==> config.mk <==
export PLATFORM = sky130hd
export DESIGN_NAME = pwm_button_conditioner
export DESIGN_NICKNAME = d
export VERILOG_FILES = /design/src/rtl/pwm_button_conditioner.sv
export SDC_FILE = /design/constraint.sdc
export NUM_CORES = 1
export LEC_CHECK = 0
export BUFFER_PORTS_ARGS = -buffer_cell sky130_fd_sc_hd__clkbuf_2
export CAP_MARGIN = 25
export CORE_MARGIN = 3
export CORE_UTILIZATION = 35
export DETAILED_ROUTE_END_ITERATION = 7
export SLEW_MARGIN = 20
export SYNTH_ARGS = -nofsm -noshare
export SYNTH_HDL_FRONTEND = slang
export SYNTH_SLANG_ARGS = --single-unit
==> constraint.sdc <==
create_clock -name i_clk -period 3.9 [get_ports i_clk]
set_input_delay 0.585 -clock i_clk [delete_from_list [all_inputs] [get_ports i_clk]]
set_output_delay 0.585 -clock i_clk [all_outputs]
set_load 0.01 [all_outputs]
==> src/rtl/pwm_button_conditioner.sv <==
// -----------------------------------------------------------------------------
// pwm_button_conditioner
//
// Turns two raw, bouncing, asynchronous push buttons into clean one-cycle
// increment/decrement requests for the downstream PWM generator.
// Per button: two-flop synchronizer, counter-based debounce, and a press pulse
// registered on the same edge the debounced level rises.
//
// Optional feature (macro PWM_BTN_AUTO_REPEAT_EN):
//   When defined, a button held alone repeats its pulse HOLD_CYCLES after the
//   press (or after the other button releases), then every REPEAT_CYCLES.
//   When undefined, exactly one pulse is produced per debounced press.
//
// Ports:
//   i_clk           system clock (100 MHz)
//   i_rst_n         asynchronous active-low reset
//   i_increase_btn  raw increase button, asynchronous, active-high
//   i_decrease_btn  raw decrease button, asynchronous, active-high
//   o_inc_pulse     one-cycle increment request
//   o_dec_pulse     one-cycle decrement request
//   o_inc_level     debounced increase-button level
//   o_dec_level     debounced decrease-button level
// -----------------------------------------------------------------------------
module pwm_button_conditioner #(
  parameter int DEBOUNCE_CYCLES = 1000000,
  parameter int HOLD_CYCLES     = 50000000,
  parameter int REPEAT_CYCLES   = 20000000
) (
  input  logic i_clk,
  input  logic i_rst_n,
  input  logic i_increase_btn,
  input  logic i_decrease_btn,
  output logic o_inc_pulse,
  output logic o_dec_pulse,
  output logic o_inc_level,
  output logic o_dec_level
);

  localparam int              DB_W    = (DEBOUNCE_CYCLES > 1) ? $clog2(DEBOUNCE_CYCLES) : 1;
  localparam logic [DB_W-1:0] DB_LAST = DB_W'(DEBOUNCE_CYCLES - 1);

  // Bit 0 = increase button, bit 1 = decrease button.
  logic [1:0] w_raw;
  logic [1:0] r_sync1;
  logic [1:0] r_sync2;
  logic [1:0] r_level;
  logic [1:0] r_pulse;
  logic [1:0] w_flip;
  logic [1:0] w_level_nxt;
  logic [1:0] w_press;
  logic [1:0] w_rpt;

  assign w_raw = {i_decrease_btn, i_increase_btn};

  always_ff @(posedge i_clk or negedge i_rst_n) begin
    if (!i_rst_n) begin
      r_sync1 <= '0;
      r_sync2 <= '0;
    end else begin
      r_sync1 <= w_raw;
      r_sync2 <= r_sync1;
    end
  end

  genvar b;
  generate
    for (b = 0; b < 2; b++) begin : g_btn
      logic [DB_W-1:0] r_db_cnt;

      // Level flips only after DEBOUNCE_CYCLES consecutive differing samples.
      assign w_flip[b] = (r_sync2[b] != r_level[b]) && (r_db_cnt == DB_LAST);

      always_ff @(posedge i_clk or negedge i_rst_n) begin
        if (!i_rst_n) begin
          r_db_cnt <= '0;
        end else if ((r_sync2[b] == r_level[b]) || w_flip[b]) begin
          r_db_cnt <= '0;
        end else begin
          r_db_cnt <= r_db_cnt + 1'b1;
        end
      end

      // A press counts only if the other button is low both before and after
      // this edge: covers simultaneous rise and other-already-held cases.
      assign w_press[b] = w_flip[b] & w_level_nxt[b] & ~r_level[1-b] & ~w_level_nxt[1-b];

`ifdef PWM_BTN_AUTO_REPEAT_EN
      localparam int              HR_MAX   = (HOLD_CYCLES > REPEAT_CYCLES) ? HOLD_CYCLES : REPEAT_CYCLES;
      localparam int              HOLD_W   = (HR_MAX > 1) ? $clog2(HR_MAX) : 1;
      localparam logic [HOLD_W-1:0] HOLD_LAST = HOLD_W'(HOLD_CYCLES - 1);
      localparam logic [HOLD_W-1:0] RPT_LAST  = HOLD_W'(REPEAT_CYCLES - 1);

      logic              r_hold_cnt_dummy_unused;
      logic [HOLD_W-1:0] r_hold_cnt;
      logic              r_rpt_phase;
      logic              w_hold_clr;
      logic [HOLD_W-1:0] w_hold_last;

      assign r_hold_cnt_dummy_unused = 1'b0;

      // Own level low or both held: timing restarts from zero, no pulse.
      assign w_hold_clr  = ~r_level[b] | r_level[1-b];
      // First interval is the hold time, later ones the repeat period.
      assign w_hold_last = r_rpt_phase ? RPT_LAST : HOLD_LAST;
      assign w_rpt[b]    = ~w_hold_clr & (r_hold_cnt == w_hold_last);

      always_ff @(posedge i_clk or negedge i_rst_n) begin
        if (!i_rst_n) begin
          r_hold_cnt  <= '0;
          r_rpt_phase <= 1'b0;
        end else if (w_hold_clr) begin
          r_hold_cnt  <= '0;
          r_rpt_phase <= 1'b0;
        end else if (w_rpt[b]) begin
          r_hold_cnt  <= '0;
          r_rpt_phase <= 1'b1;
        end else begin
          r_hold_cnt  <= r_hold_cnt + 1'b1;
        end
      end
`endif
    end
  endgenerate

`ifndef PWM_BTN_AUTO_REPEAT_EN
  assign w_rpt = '0;
`endif

  assign w_level_nxt = r_level ^ w_flip;

  always_ff @(posedge i_clk or negedge i_rst_n) begin
    if (!i_rst_n) begin
      r_level <= '0;
      r_pulse <= '0;
    end else begin
      r_level <= w_level_nxt;
      r_pulse <= w_press | w_rpt;
    end
  end

  assign o_inc_level = r_level[0];
  assign o_dec_level = r_level[1];
  assign o_inc_pulse = r_pulse[0];
  assign o_dec_pulse = r_pulse[1];

endmodule

Word-level counts from Yosys, hierarchy flattened
Cells that the tools add are included.
{"block": "word_totals", "register_bits": 48, "input_bits": 4, "out_inout_bits": 4, "word_cells": 31}
{"block": "op_classes", "n_addsub": 2, "eq_ne": 6, "mux": 2, "n_bitwise": 11, "n_reduce_logical": 4}
{"op": "20-bit by 1-bit adder with 20-bit output (second input constant)", "n": 2}
{"op": "20-bit == test (second input constant)", "n": 2}
{"op": "20-bit two-way mux", "n": 2}
{"op": "1-bit AND", "n": 6}
{"op": "1-bit inverter", "n": 4}
{"op": "1-bit == test", "n": 2}
{"op": "1-bit logical AND", "n": 2}
{"op": "1-bit logical OR", "n": 2}
{"op": "1-bit inequality test", "n": 2}
{"op": "2-bit bitwise XOR", "n": 1}

Depth between registers and ports, before layout
Gate-level depths: netlist (run 1).
{"block": "depth", "ltp_word": 6, "depth_mapped": 7, "mapped_depth_nobuf": 5}

Worst setup path after synthesis (run 1)
No wires, ideal clock.
{"block": "synth_path", "path_type": "register to register", "startpoint": "reg g_btn[1].r_db_cnt[0]", "endpoint": "reg g_btn[1].r_db_cnt[10]", "setup_time_ns": 0.121, "t_arrival_ns": 1.788, "required_ns": 3.779, "slack_ns": 1.990, "path_stages_with_launch": 8, "n_path_buf": 2, "synth_period_minus_slack_ns": 1.910, "path_cell_list": "dfrtp_1 ha_1 nand4_1 nor4_1 a21bo_2 buf_2 buf_2 nor2_1"}
{"block": "synth_between", "elab_chain_cells": 4, "word_cells_on_any_way": 5, "classes_between": "add/sub (1); eq/ne (1); mux (1); reduce/logical (2)"}
{"element": "start, declared", "line": "68", "text": "logic [DB_W-1:0] r_db_cnt;"}
{"element": "start signal, assigned", "line": "79", "text": "r_db_cnt <= r_db_cnt + 1'b1;"}
{"element": "branches (longest 3 deep; another with 20-bit by 1-bit adder with 20-bit output)"}
{"element": "20-bit two-way mux (*)", "line": "76", "text": "end else if ((r_sync2[b] == r_level[b]) || w_flip[b]) begin"}
Every way passes the cells marked *.

Final worst setup path (run 1)
{"block": "layout_path", "startpoint": "reg g_btn[1].r_db_cnt[0]", "endpoint": "reg r_pulse[1]"}
{"block": "layout_between", "elab_chain_cells": 6}
{"element": "20-bit == test (*)", "line": "71", "text": "assign w_flip[b] = (r_sync2[b] != r_level[b]) && (r_db_cnt == DB_LAST);"}
{"element": "1-bit logical AND (*)", "line": "71"}
{"element": "2-bit bitwise XOR", "line": "129", "text": "assign w_level_nxt = r_level ^ w_flip;"}
{"element": "1-bit AND (*) (3 in a row)", "line": "85", "text": "assign w_press[b] = w_flip[b] & w_level_nxt[b] & ~r_level[1-b] & ~w_level_nxt[1-b];"}
{"element": "net w_press[1]", "line": "50", "text": "logic [1:0] w_press;"}
{"element": "end signal, assigned", "line": "137", "text": "r_pulse <= w_press | w_rpt;"}
{"element": "end, declared", "line": "47", "text": "logic [1:0] r_pulse;"}
Mark *: on every way through the listed nets, which the timed path passes. The rest lies on a longest branch.

==> impl_metrics.py, run 1 <==
metrics = {
    "clock_tree": {
        "cts-resized-gates": 0,
        "clock_latency_ps": 300,
        "root_buffer": "clkbuf_8",
        "clkSlewWorstSetupHoldPaths_ps": 90,
        "holdBufCountCts": 0,
        "clockBufferDepth": 2,
        "cts_setup_buffers": 0,
        "cts_sinks": 48,
        "cts_max_level": 2,
        "cts_tree": "yes",
        "cts_buffers": 5,
    },
    "worst_setup_path": {
        "cp_data_required_time_ps": 4080,
        "end_kind": "flop",
        "start_kind": "flop",
        "max_stage_delay_ps": 560,
        "critPathBufInv": 0,
        "cp_slowest_cell": "nor4_1",
        "worstSetupPathType": "flop to flop",
        "cp.arrival_ps": 2330,
        "crit_fanout": 8,
        "cp_top_family": "simple AND/OR/NAND/NOR gates",
        "worstPathCellList": "ha_1 > nand4_1 > nor4_1 > nand3_1 > a2111oi_0",
    },
    "synth": {
        "yosysTopAreaCellShare": 0.525,
        "ys_seq_elements": 48,
        "synth_edf_count": 0,
        "async_reset_ff_frac": 1.00,
        "ys_seq_area_frac": 0.525,
        "synth_area_per_cell_um2": 10.1,
        "syn-num-nets": 232,
        "synth_warnings": 0,
        "mappedNetlistArea_um2": 2290,
        "netlist_top_cells_count": "dfrtp_1 (48), nor2_1 (34), xnor2_1 (18), nand3_1 (14)",
        "synth_top_cell_by_area": "dfrtp_1",
        "synthFlopType": "dfrtp_1",
        "syn_inst": 226,
        "synth_most_common_cell": "dfrtp_1",
        "synth_area_leaders": "dfrtp_1 (52%), xnor2_1 (6.9%), nor2_1 (5.6%)",
        "netlist-cell-type-count": 32,
    },
    "global_routing": {
        "grt.overflow.total": 0,
        "antenna_found_initial": 0,
        "grt_pass1_vias": 1691,
        "track_usage": 0.125,
        "grt_max_degree": 33,
        "grt_pass1_wl_mm": 7.64,
    },
    "die": {
        "dieArea_um2": 7550,
        "die_x_um": 86.9,
        "num_io_pins": 8,
        "core_area_um2": 6130,
        "initial_core_util": 0.373,
        "die_h_um": 86.9,
        "rows": 28,
    },
    "worst_hold_path": {
        "hp-class": "input pin to asynchronous set/reset pin",
    },
    "pwr": {
        "cellPowerDensity_nw_per_um2": 354,
        "ir_drop_mv": 0.228,
        "p_leak_nw": 1.00,
        "p_total_mw": 0.892,
    },
    "placed_design": {
        "gp_congestion": 0.861,
        "port_buffers": 7,
        "dp_hpwl_mm": 2.95,
        "dp.cells": 305,
        "dp_slack_ps": 1700,
    },
    "timing": {
        "min_period_ps": 2150,
        "setup_violations": 0,
        "min_period_over_period": 0.552,
        "rsz0062_at_grt": "false",
        "fin_ws_ps": 1750,
        "finClkSkew_ps": 8.27,
        "hold_viol_final": 0,
        "fmax_ghz": 0.465,
        "tightest_slew_ps": 770,
        "slew_violations": 0,
        "slew_headroom": 0.487,
        "tns_ps": 0,
    },
    "run_status": {
        "status": "finished, final reports clean",
    },
    "finish": {
        "fin_cells": 313,
        "fillers": 587,
        "final_nets": 243,
        "syn_to_final_growth_pct": 10.2,
        "drive_above_1_share": 0.0924,
        "diodes": 0,
    },
    "route": {
        "first_pass_iters": 4,
        "wl_per_cell_um": 13.1,
        "drt_iter0_markers": 105,
        "via_count": 1691,
        "postRouteAntennaNets": 0,
        "drc": 0,
        "viasPerCell": 5.40,
        "wl_mm": 4.09,
    },
    "run": {
        "maxCapViolations": 0,
    },
}
power by group:
part | internal (mW) | switching (mW) | leakage, nW
Combinational | 0.00823 | 0.0197 | 0.294
Clock | 0.190 | 0.164 | 0.0541
Sequential | 0.504 | 0.00604 | 0.656
path summary, 6_finish.rpt:
kind                       slack (ps)                  from  cells after the start                    to
min reg2reg                       360            r_sync1[1]                      0            r_sync2[1]
min in group i_clk                360            r_sync1[1]                      0            r_sync2[1]
max                              1750  g_btn[1].r_db_cnt[0]                      5            r_pulse[1]
max in group asynchronous        2830               i_rst_n                      2  g_btn[0].r_db_cnt[4]
max reg2reg                      1750  g_btn[1].r_db_cnt[0]                      5            r_pulse[1]
min                               340               i_rst_n                      1  g_btn[1].r_db_cnt[9]
cells in the final DEF, fill, tap and decap left out, types with 2 or more instances in the layout:
cell type | Yosys | final
a21bo_2 | 2 | 2
a21oi_1 | 11 | 11
and3_1 | 2 | 2
and4_1 | 4 | 4
buf_4 | 0 | 2
clkbuf_2 | 0 | 7
clkbuf_8 | 0 | 5
dfrtp_1 | 48 | 48
ha_1 | 2 | 2
inv_1 | 8 | 8
nand2_1 | 11 | 11
nand3_1 | 14 | 14
nand4_1 | 8 | 8
nor2_1 | 34 | 34
nor3_1 | 5 | 5
nor4_1 | 8 | 8
nor4bb_1 | 2 | 2
o21ai_0 | 6 | 6
o31ai_1 | 4 | 4
or3_1 | 6 | 6
or4_1 | 8 | 8
or4b_1 | 2 | 2
xnor2_1 | 18 | 18
xor2_1 | 9 | 9
logic make-up (layout without fill, tap and decap cells):
group | count (synthesis) | count (layout) | share of synthesized area
xor+xnor | 27 | 27 | 0.103
mux | 2 | 2 | 0.00929
buf+inv | 13 | 25 | 0.0230
fa+ha+maj | 2 | 2 | 0.0109
compound gates | 25 | 25 | 0.0650
flops | 48 | 48 | 0.525
simple gates | 109 | 109 | 0.264
routing by layer:
metal	track usage	routed length (um)
met1	0.178	2150
met2	0.190	1790
met4	0.0382	59
met5	0	0
met3	0.0255	83
final cells by class:
type,instances,area [um2],share of cell area
Clock buffer,5,68.8,0.0273
Clock inverter,3,42.5,0.0169
Inverter,8,30.0,0.0119
Multi-Input combinational cell,165,1040,0.411
Sequential cell,48,1200,0.476
Tap cell,75,93.8,0.0372
Timing Repair Buffer,9,50.0,0.0198
flip-flops by register name, summed over array words and instances, names as in the netlist:
register        count
r_pulse             2
r_sync2             2
r_sync1             2
r_level             2
g_btn.r_db_cnt     40
through the flow:
step,hold slack (ps),util,area (um2)
6_report,342,0.411,2520
5_1_grt,374,0.411,2520
4_1_cts,358,0.411,2520
3_5_place_dp,337,0.393,2410
3_3_place_gp,334,0.393,2410
2_1_floorplan,289,-,2290
(Power assumes the default switching activity.)
==> inputs of run 2 (changes only) <==
--- a/config.mk
+++ b/config.mk
@@ -5,6 +5,7 @@
 export SDC_FILE = /design/constraint.sdc
 export NUM_CORES = 1
 export LEC_CHECK = 0
+export ABC_AREA = 1
 export BUFFER_PORTS_ARGS = -buffer_cell sky130_fd_sc_hd__clkbuf_2
 export CAP_MARGIN = 25
 export CORE_MARGIN = 3
==> constraint.sdc (replaced) <==
create_clock -name i_clk -period 1.9 [get_ports i_clk]
set_input_delay 0.285 -clock i_clk [delete_from_list [all_inputs] [get_ports i_clk]]
set_output_delay 0.285 -clock i_clk [all_outputs]
set_load 0.01 [all_outputs]
==> run 2 against run 1 <==
Register-to-register slack got worse by 1500 ps. Clock power rose by 78%. Synthesized cell count rose by 57%. First-iteration DRC count fell by 1.9%. Fmax rose by 30%. Design area rose by 14%. Critical path depth rose by 2. Routed wire length rose by 26%. Die area rose by 14%. Area after synthesis rose by 15%.
==> impl_metrics.py, run 2 <==
metrics = {
    "placed_design": {
        "dp_hpwl_mm": 3.87,
        "gp_congestion": 0.894,
        "port_buffers": 7,
    },
    "route": {
        "via_count": 2167,
        "drc": 0,
        "postRouteAntennaNets": 0,
        "wl_per_cell_um": 11.0,
        "wl_mm": 5.14,
        "viasPerCell": 4.63,
        "drt_iter0_markers": 103,
        "first_pass_iters": 4,
    },
    "timing": {
        "min_period_ps": 1650,
        "tightest_slew_ps": 601,
        "min_period_over_period": 0.868,
        "slew_headroom": 0.599,
        "tns_ps": 0,
        "fmax_ghz": 0.606,
        "finClkSkew_ps": 7.72,
        "setup_violations": 0,
        "slew_violations": 0,
        "hold_viol_final": 0,
        "rsz0062_at_grt": "false",
    },
    "clock_tree": {
        "cts_max_level": 2,
        "cts-resized-gates": 0,
        "cts_setup_buffers": 0,
        "cts_buffers": 5,
        "holdBufCountCts": 0,
        "cts_tree": "yes",
        "clock_latency_ps": 300,
        "root_buffer": "clkbuf_8",
        "clkSlewWorstSetupHoldPaths_ps": 90,
        "cts_sinks": 48,
        "clockBufferDepth": 2,
    },
    "synth": {
        "synth_warnings": 0,
        "netlist-cell-type-count": 23,
        "yosysTopAreaCellShare": 0.455,
        "async_reset_ff_frac": 1.00,
        "syn_inst": 354,
        "synth_most_common_cell": "nand2_1",
        "synth_area_leaders": "dfrtp_1 (45%), nand2_1 (14%), nor2_1 (13%)",
        "ys_seq_elements": 48,
        "netlist_top_cells_count": "nand2_1 (95), nor2_1 (92), dfrtp_1 (48), inv_1 (28), nand3_1 (22)",
        "syn-num-nets": 360,
        "synth_area_per_cell_um2": 7.46,
        "synth_edf_count": 0,
        "ys_seq_area_frac": 0.455,
        "mappedNetlistArea_um2": 2640,
        "synth_top_cell_by_area": "dfrtp_1",
        "synthFlopType": "dfrtp_1",
    },
    "pwr": {
        "power_frac_comb": 0.037,
        "power_frac_seq": 0.602,
        "p_leak_nw": 1.19,
        "ir_drop_mv": 0.288,
        "cellPowerDensity_nw_per_um2": 605,
        "pwr-share-clk": 0.361,
        "netSwitchingPower_mw": 0.399,
        "switching_share": 0.229,
        "p_int_mw": 1.35,
    },
    "run_status": {
        "status": "finished, final reports clean",
    },
    "worst_setup_path": {
        "end_kind": "flop",
        "cp.arrival_ps": 1840,
        "cp_data_required_time_ps": 2090,
        "start_kind": "flop",
        "worstSetupPathType": "flop to flop",
        "crit_fanout": 13,
    },
    "finish": {
        "fillers": 772,
        "final_nets": 374,
        "final_cell_mix": "nand2_1 (95), nor2_1 (92), dfrtp_1 (48)",
        "largest_register_ffs": 40,
        "top_register": "g_btn.r_db_cnt",
        "final_core_util": 0.396,
        "diodes": 0,
        "syn_to_final_growth_pct": 9.24,
        "drive_above_1_share": 0.103,
        "mostFrequentLayoutCell": "nand2_1",
    },
    "global_routing": {
        "grt_pass1_wl_mm": 9.12,
        "antenna_found_initial": 0,
        "grt_pass1_vias": 2028,
        "grt.overflow.total": 0,
        "grt_max_degree": 49,
        "track_usage": 0.132,
    },
    "worst_hold_path": {
        "hp-class": "input pin to asynchronous set/reset pin",
    },
    "die": {
        "dieArea_um2": 8620,
        "initial_core_util": 0.362,
        "die_h_um": 92.9,
        "rows": 31,
        "num_io_pins": 8,
        "core_area_um2": 7290,
        "die_x_um": 92.9,
    },
    "run": {
        "maxCapViolations": 0,
    },
}
[run 2: power groups by stage]
stage               clock network [mW]  registers [mW]  logic [mW]
finish                           0.629            1.05      0.0650
CTS                              0.661            1.05      0.0688
global placement                     0            1.07      0.0682
global route                     0.700            1.05      0.0779
floorplan                            0            1.07      0.0381
detailed placement                   0            1.07      0.0684
[run 2: per-stage QoR]
step | power (mW) | area [um2] | cells | worst slack, ps | hold slack, ps
finish | 1.74 | 2890 | 468 | 250 | 73.0
detailed placement | 1.14 | 2790 | 460 | 254 | 336
CTS | 1.78 | 2890 | 468 | 235 | 74.4
global route | 1.83 | 2890 | 468 | 73.2 | 69.3
global placement | 1.14 | 2790 | 460 | 275 | 343
floorplan | 1.11 | 2640 | 354 | 471 | -10.6
[run 2: routing by layer]
| metal | vias up | global-route usage | part of all wire |
|---|---|---|---|
| li1 | 1126 | - | - |
| met1 | 1000 | 0.177 | 0.50 |
| met2 | 36 | 0.211 | 0.45 |
| met3 | 5 | 0.0244 | 0.037 |
| met4 | 0 | 0.0476 | 0.015 |
| met5 | - | 0 | 0 |
[run 2: logic make-up (layout without fill, tap and decap cells)]
family	Yosys count	count (layout)	synth area share
buf+inv	33	48	0.0540
xor+xnor	23	23	0.0763
fa+ha+maj	2	2	0.00947
simple gates	240	240	0.387
flops	48	48	0.455
compound gates	8	8	0.0185
[run 2: critical path: stages (launching register included)]
cell     delay (ps)
dfrtp_1         450
ha_1            290
nand3_2         200
nor2_1          150
nand3_1         110
nand2_1          90
buf_4           190
nor2_1           60
[run 2: final cells by class]
class,instances,area (um2),area share
Inverter,30,113,0.0390
Tap cell,99,124,0.0429
Sequential cell,48,1200,0.416
Clock buffer,6,82.6,0.0286
Multi-Input combinational cell,273,1300,0.450
Clock inverter,2,10.0,0.00347
Timing Repair Buffer,10,57.6,0.0199
[run 2: path summary, 6_finish.rpt]
path                                       from               endpoint  slack (ps)  depth (start not counted)
max                        g_btn[1].r_db_cnt[0]   g_btn[1].r_db_cnt[0]         250                          7
min                                     i_rst_n  g_btn[0].r_db_cnt[18]          70                          2
max reg2reg                g_btn[1].r_db_cnt[0]   g_btn[1].r_db_cnt[0]         250                          7
min reg2reg                          r_sync1[1]             r_sync2[1]         350                          0
max in group asynchronous               i_rst_n  g_btn[0].r_db_cnt[16]        1420                          2
min in group i_clk               i_increase_btn             r_sync1[0]          90                          1
==> inputs of run 3 (changes only) <==
--- a/config.mk
+++ b/config.mk
@@ -10,7 +10,9 @@
 export CAP_MARGIN = 25
 export CORE_MARGIN = 3
 export CORE_UTILIZATION = 35
+export CTS_CLUSTER_DIAMETER = 120
 export DETAILED_ROUTE_END_ITERATION = 7
+export SETUP_SLACK_MARGIN = 0.4
 export SLEW_MARGIN = 20
 export SYNTH_ARGS = -nofsm -noshare
 export SYNTH_HDL_FRONTEND = slang
==> run 3 against run 2 <==
Sequential share of layout area decreased by 1.5 points. Critical path type unchanged. Critical path depth decreased by 1. Sequential cell count is the same. Largest cell class unchanged. Combinational power rose by 36%.
==> impl_metrics.py, run 3 (synthesis results as in run 2) <==
metrics = {
    "finish": {
        "final_nets": 380,
        "top_register": "g_btn.r_db_cnt",
        "diodes": 0,
        "final_cell_mix": "nand2_1 (95), nor2_1 (89), dfrtp_1 (46)",
        "final_core_util": 0.412,
        "mostFrequentLayoutCell": "nand2_1",
        "largest_register_ffs": 40,
        "drive_above_1_share": 0.139,
        "syn_to_final_growth_pct": 13.7,
    },
    "worst_setup_path": {
        "start_kind": "flop",
        "reg2reg_to": "g_btn[0].r_db_cnt[0]",
        "cp.arrival_ps": 1600,
        "end_kind": "flop",
        "worstReg2RegStart": "g_btn[0].r_db_cnt[0]",
        "crit_fanout": 5,
        "worstRegToRegCells": 6,
        "cp_data_required_time_ps": 2100,
        "r2r_slack_ps": 490,
        "critPathMostFrequentCell": "nand3_4",
        "worstSetupPathType": "flop to flop",
        "cp_slowest_cell": "dfrtp_2",
        "max_stage_delay_ps": 390,
        "worstPathCellList": "ha_1 > nand3_4 > nor2_4 > nand3_4 > nand2_2 > nor2_2",
    },
    "clock_tree": {
        "cts_max_level": 2,
        "clkSlewWorstSetupHoldPaths_ps": 90,
        "cts_sinks": 48,
        "clock_latency_ps": 300,
        "clockBufferDepth": 2,
        "root_buffer": "clkbuf_8",
        "cts_buffers": 5,
        "cts_tree": "yes",
    },
    "global_routing": {
        "antenna_found_initial": 0,
        "track_usage": 0.133,
        "grt_max_degree": 49,
        "grt_pass1_vias": 2039,
        "grt_pass1_wl_mm": 9.22,
        "grt.overflow.total": 0,
    },
    "pwr": {
        "cellPowerDensity_nw_per_um2": 592,
        "power_frac_comb": 0.050,
        "p_leak_nw": 1.22,
        "pwr-share-clk": 0.359,
        "switching_share": 0.236,
        "p_int_mw": 1.36,
        "ir_drop_mv": 0.294,
        "power_frac_seq": 0.592,
        "netSwitchingPower_mw": 0.419,
    },
    "die": {
        "die_h_um": 92.9,
        "dieArea_um2": 8620,
        "core_area_um2": 7290,
        "die_x_um": 92.9,
        "num_io_pins": 8,
        "rows": 31,
        "initial_core_util": 0.362,
    },
    "worst_hold_path": {
        "hp-class": "input pin to asynchronous set/reset pin",
    },
    "route": {
        "drt_iter0_markers": 114,
        "postRouteAntennaNets": 0,
        "first_pass_iters": 4,
        "wl_mm": 5.48,
        "via_count": 2195,
        "viasPerCell": 4.63,
        "wl_per_cell_um": 11.6,
        "drc": 0,
    },
    "timing": {
        "rsz0062_at_grt": "true",
        "setup_violations": 0,
        "slew_violations": 0,
        "tns_ps": 0,
        "fin_ws_ps": 495,
        "slew_headroom": 0.599,
        "min_period_ps": 1410,
        "tightest_slew_ps": 601,
        "min_period_over_period": 0.740,
        "finClkSkew_ps": 6.97,
        "hold_viol_final": 0,
        "whs_ps": 80.2,
        "fmax_ghz": 0.712,
    },
    "placed_design": {
        "dp_slack_ps": 254,
        "gp_congestion": 0.894,
        "port_buffers": 7,
        "dp_hpwl_mm": 3.87,
    },
    "run_status": {
        "status": "finished, final reports clean",
    },
    "run": {
        "maxCapViolations": 0,
    },
}
## run 3: cell count changes in the layout (fill, tap and decap cells not counted), moves of 2 or more
cell / before / now
buf_4: 3 / 6
nand3_2: 3 / 0
nand3_4: 0 / 3
nor2_1: 92 / 89
dfrtp_1: 48 / 46
dfrtp_2: 0 / 2
nor2_2: 10 / 12
## run 3: cell type report
| class | instances | area, um2 |
|---|---|---|
| fillers | 765 | 4290 |
| multi-input cells | 275 | 1380 |
| flip-flops and latches | 48 | 1200 |
| well taps | 99 | 124 |
| inverters | 30 | 113 |
| repair buffers | 14 | 91.3 |
| clock buffers | 6 | 82.6 |
| clock inverters | 2 | 10.0 |
## run 3: metrics by stage
stage                     cell area, um2  total power, mW  instances
after floorplan                     2640             1.11        354
after global placement              2790             1.14        460
after CTS                           2920             1.79        468
after detailed placement            2790             1.14        460
final                               3000             1.78        474
after global routing                3000             1.86        474
## run 3: worst max path at each step
| stage | slack, ps | to | start |
|---|---|---|---|
| 3_5_place_dp | 250 | g_btn[1].r_db_cnt[0] | g_btn[1].r_db_cnt[0] |
| 2_1_floorplan | 470 | g_btn[0].r_db_cnt[2] | g_btn[0].r_db_cnt[0] |
| 6_report | 490 | g_btn[0].r_db_cnt[0] | g_btn[0].r_db_cnt[0] |
| 3_3_place_gp | 280 | g_btn[1].r_db_cnt[19] | g_btn[1].r_db_cnt[0] |
| 4_1_cts | 420 | g_btn[0].r_db_cnt[17] | g_btn[0].r_db_cnt[0] |
| 5_1_grt | 390 | r_pulse[1] | g_btn[0].r_db_cnt[1] |
## run 3: routing by layer
layer | vias to the layer above | track usage | wire length (um)
li1 | 1136 | - | -
met1 | 1014 | 0.177 | 2770
met2 | 40 | 0.216 | 2480
met3 | 5 | 0.0244 | 154
met4 | 0 | 0.0476 | 72
met5 | - | 0 | 0
## run 3: repair_timing
action,CTS,global route
endpoints found under the setup margin,39,38
hold buffers,0,0
buffers inserted,0,4
gates cloned,0,2
resized for setup,6,9
pin swaps,0,1
endpoints found under the hold margin,0,0
## run 3: power by group through the flow
stage                     clock network (mW)  registers, mW  logic [mW]
after CTS                              0.661           1.05      0.0731
after global placement                     0           1.07      0.0682
final                                  0.638           1.05      0.0884
after detailed placement                   0           1.07      0.0684
after global routing                   0.700           1.05       0.102
after floorplan                            0           1.07      0.0381
## run 3: critical path, delay by kind of cell, from the launching register on
| kind | cells | cell delay, ps |
|---|---|---|
| flip-flops | 1 | 390 |
| AND/OR/NAND/NOR | 5 | 680 |
| adder cells (fa/ha/maj) | 1 | 230 |
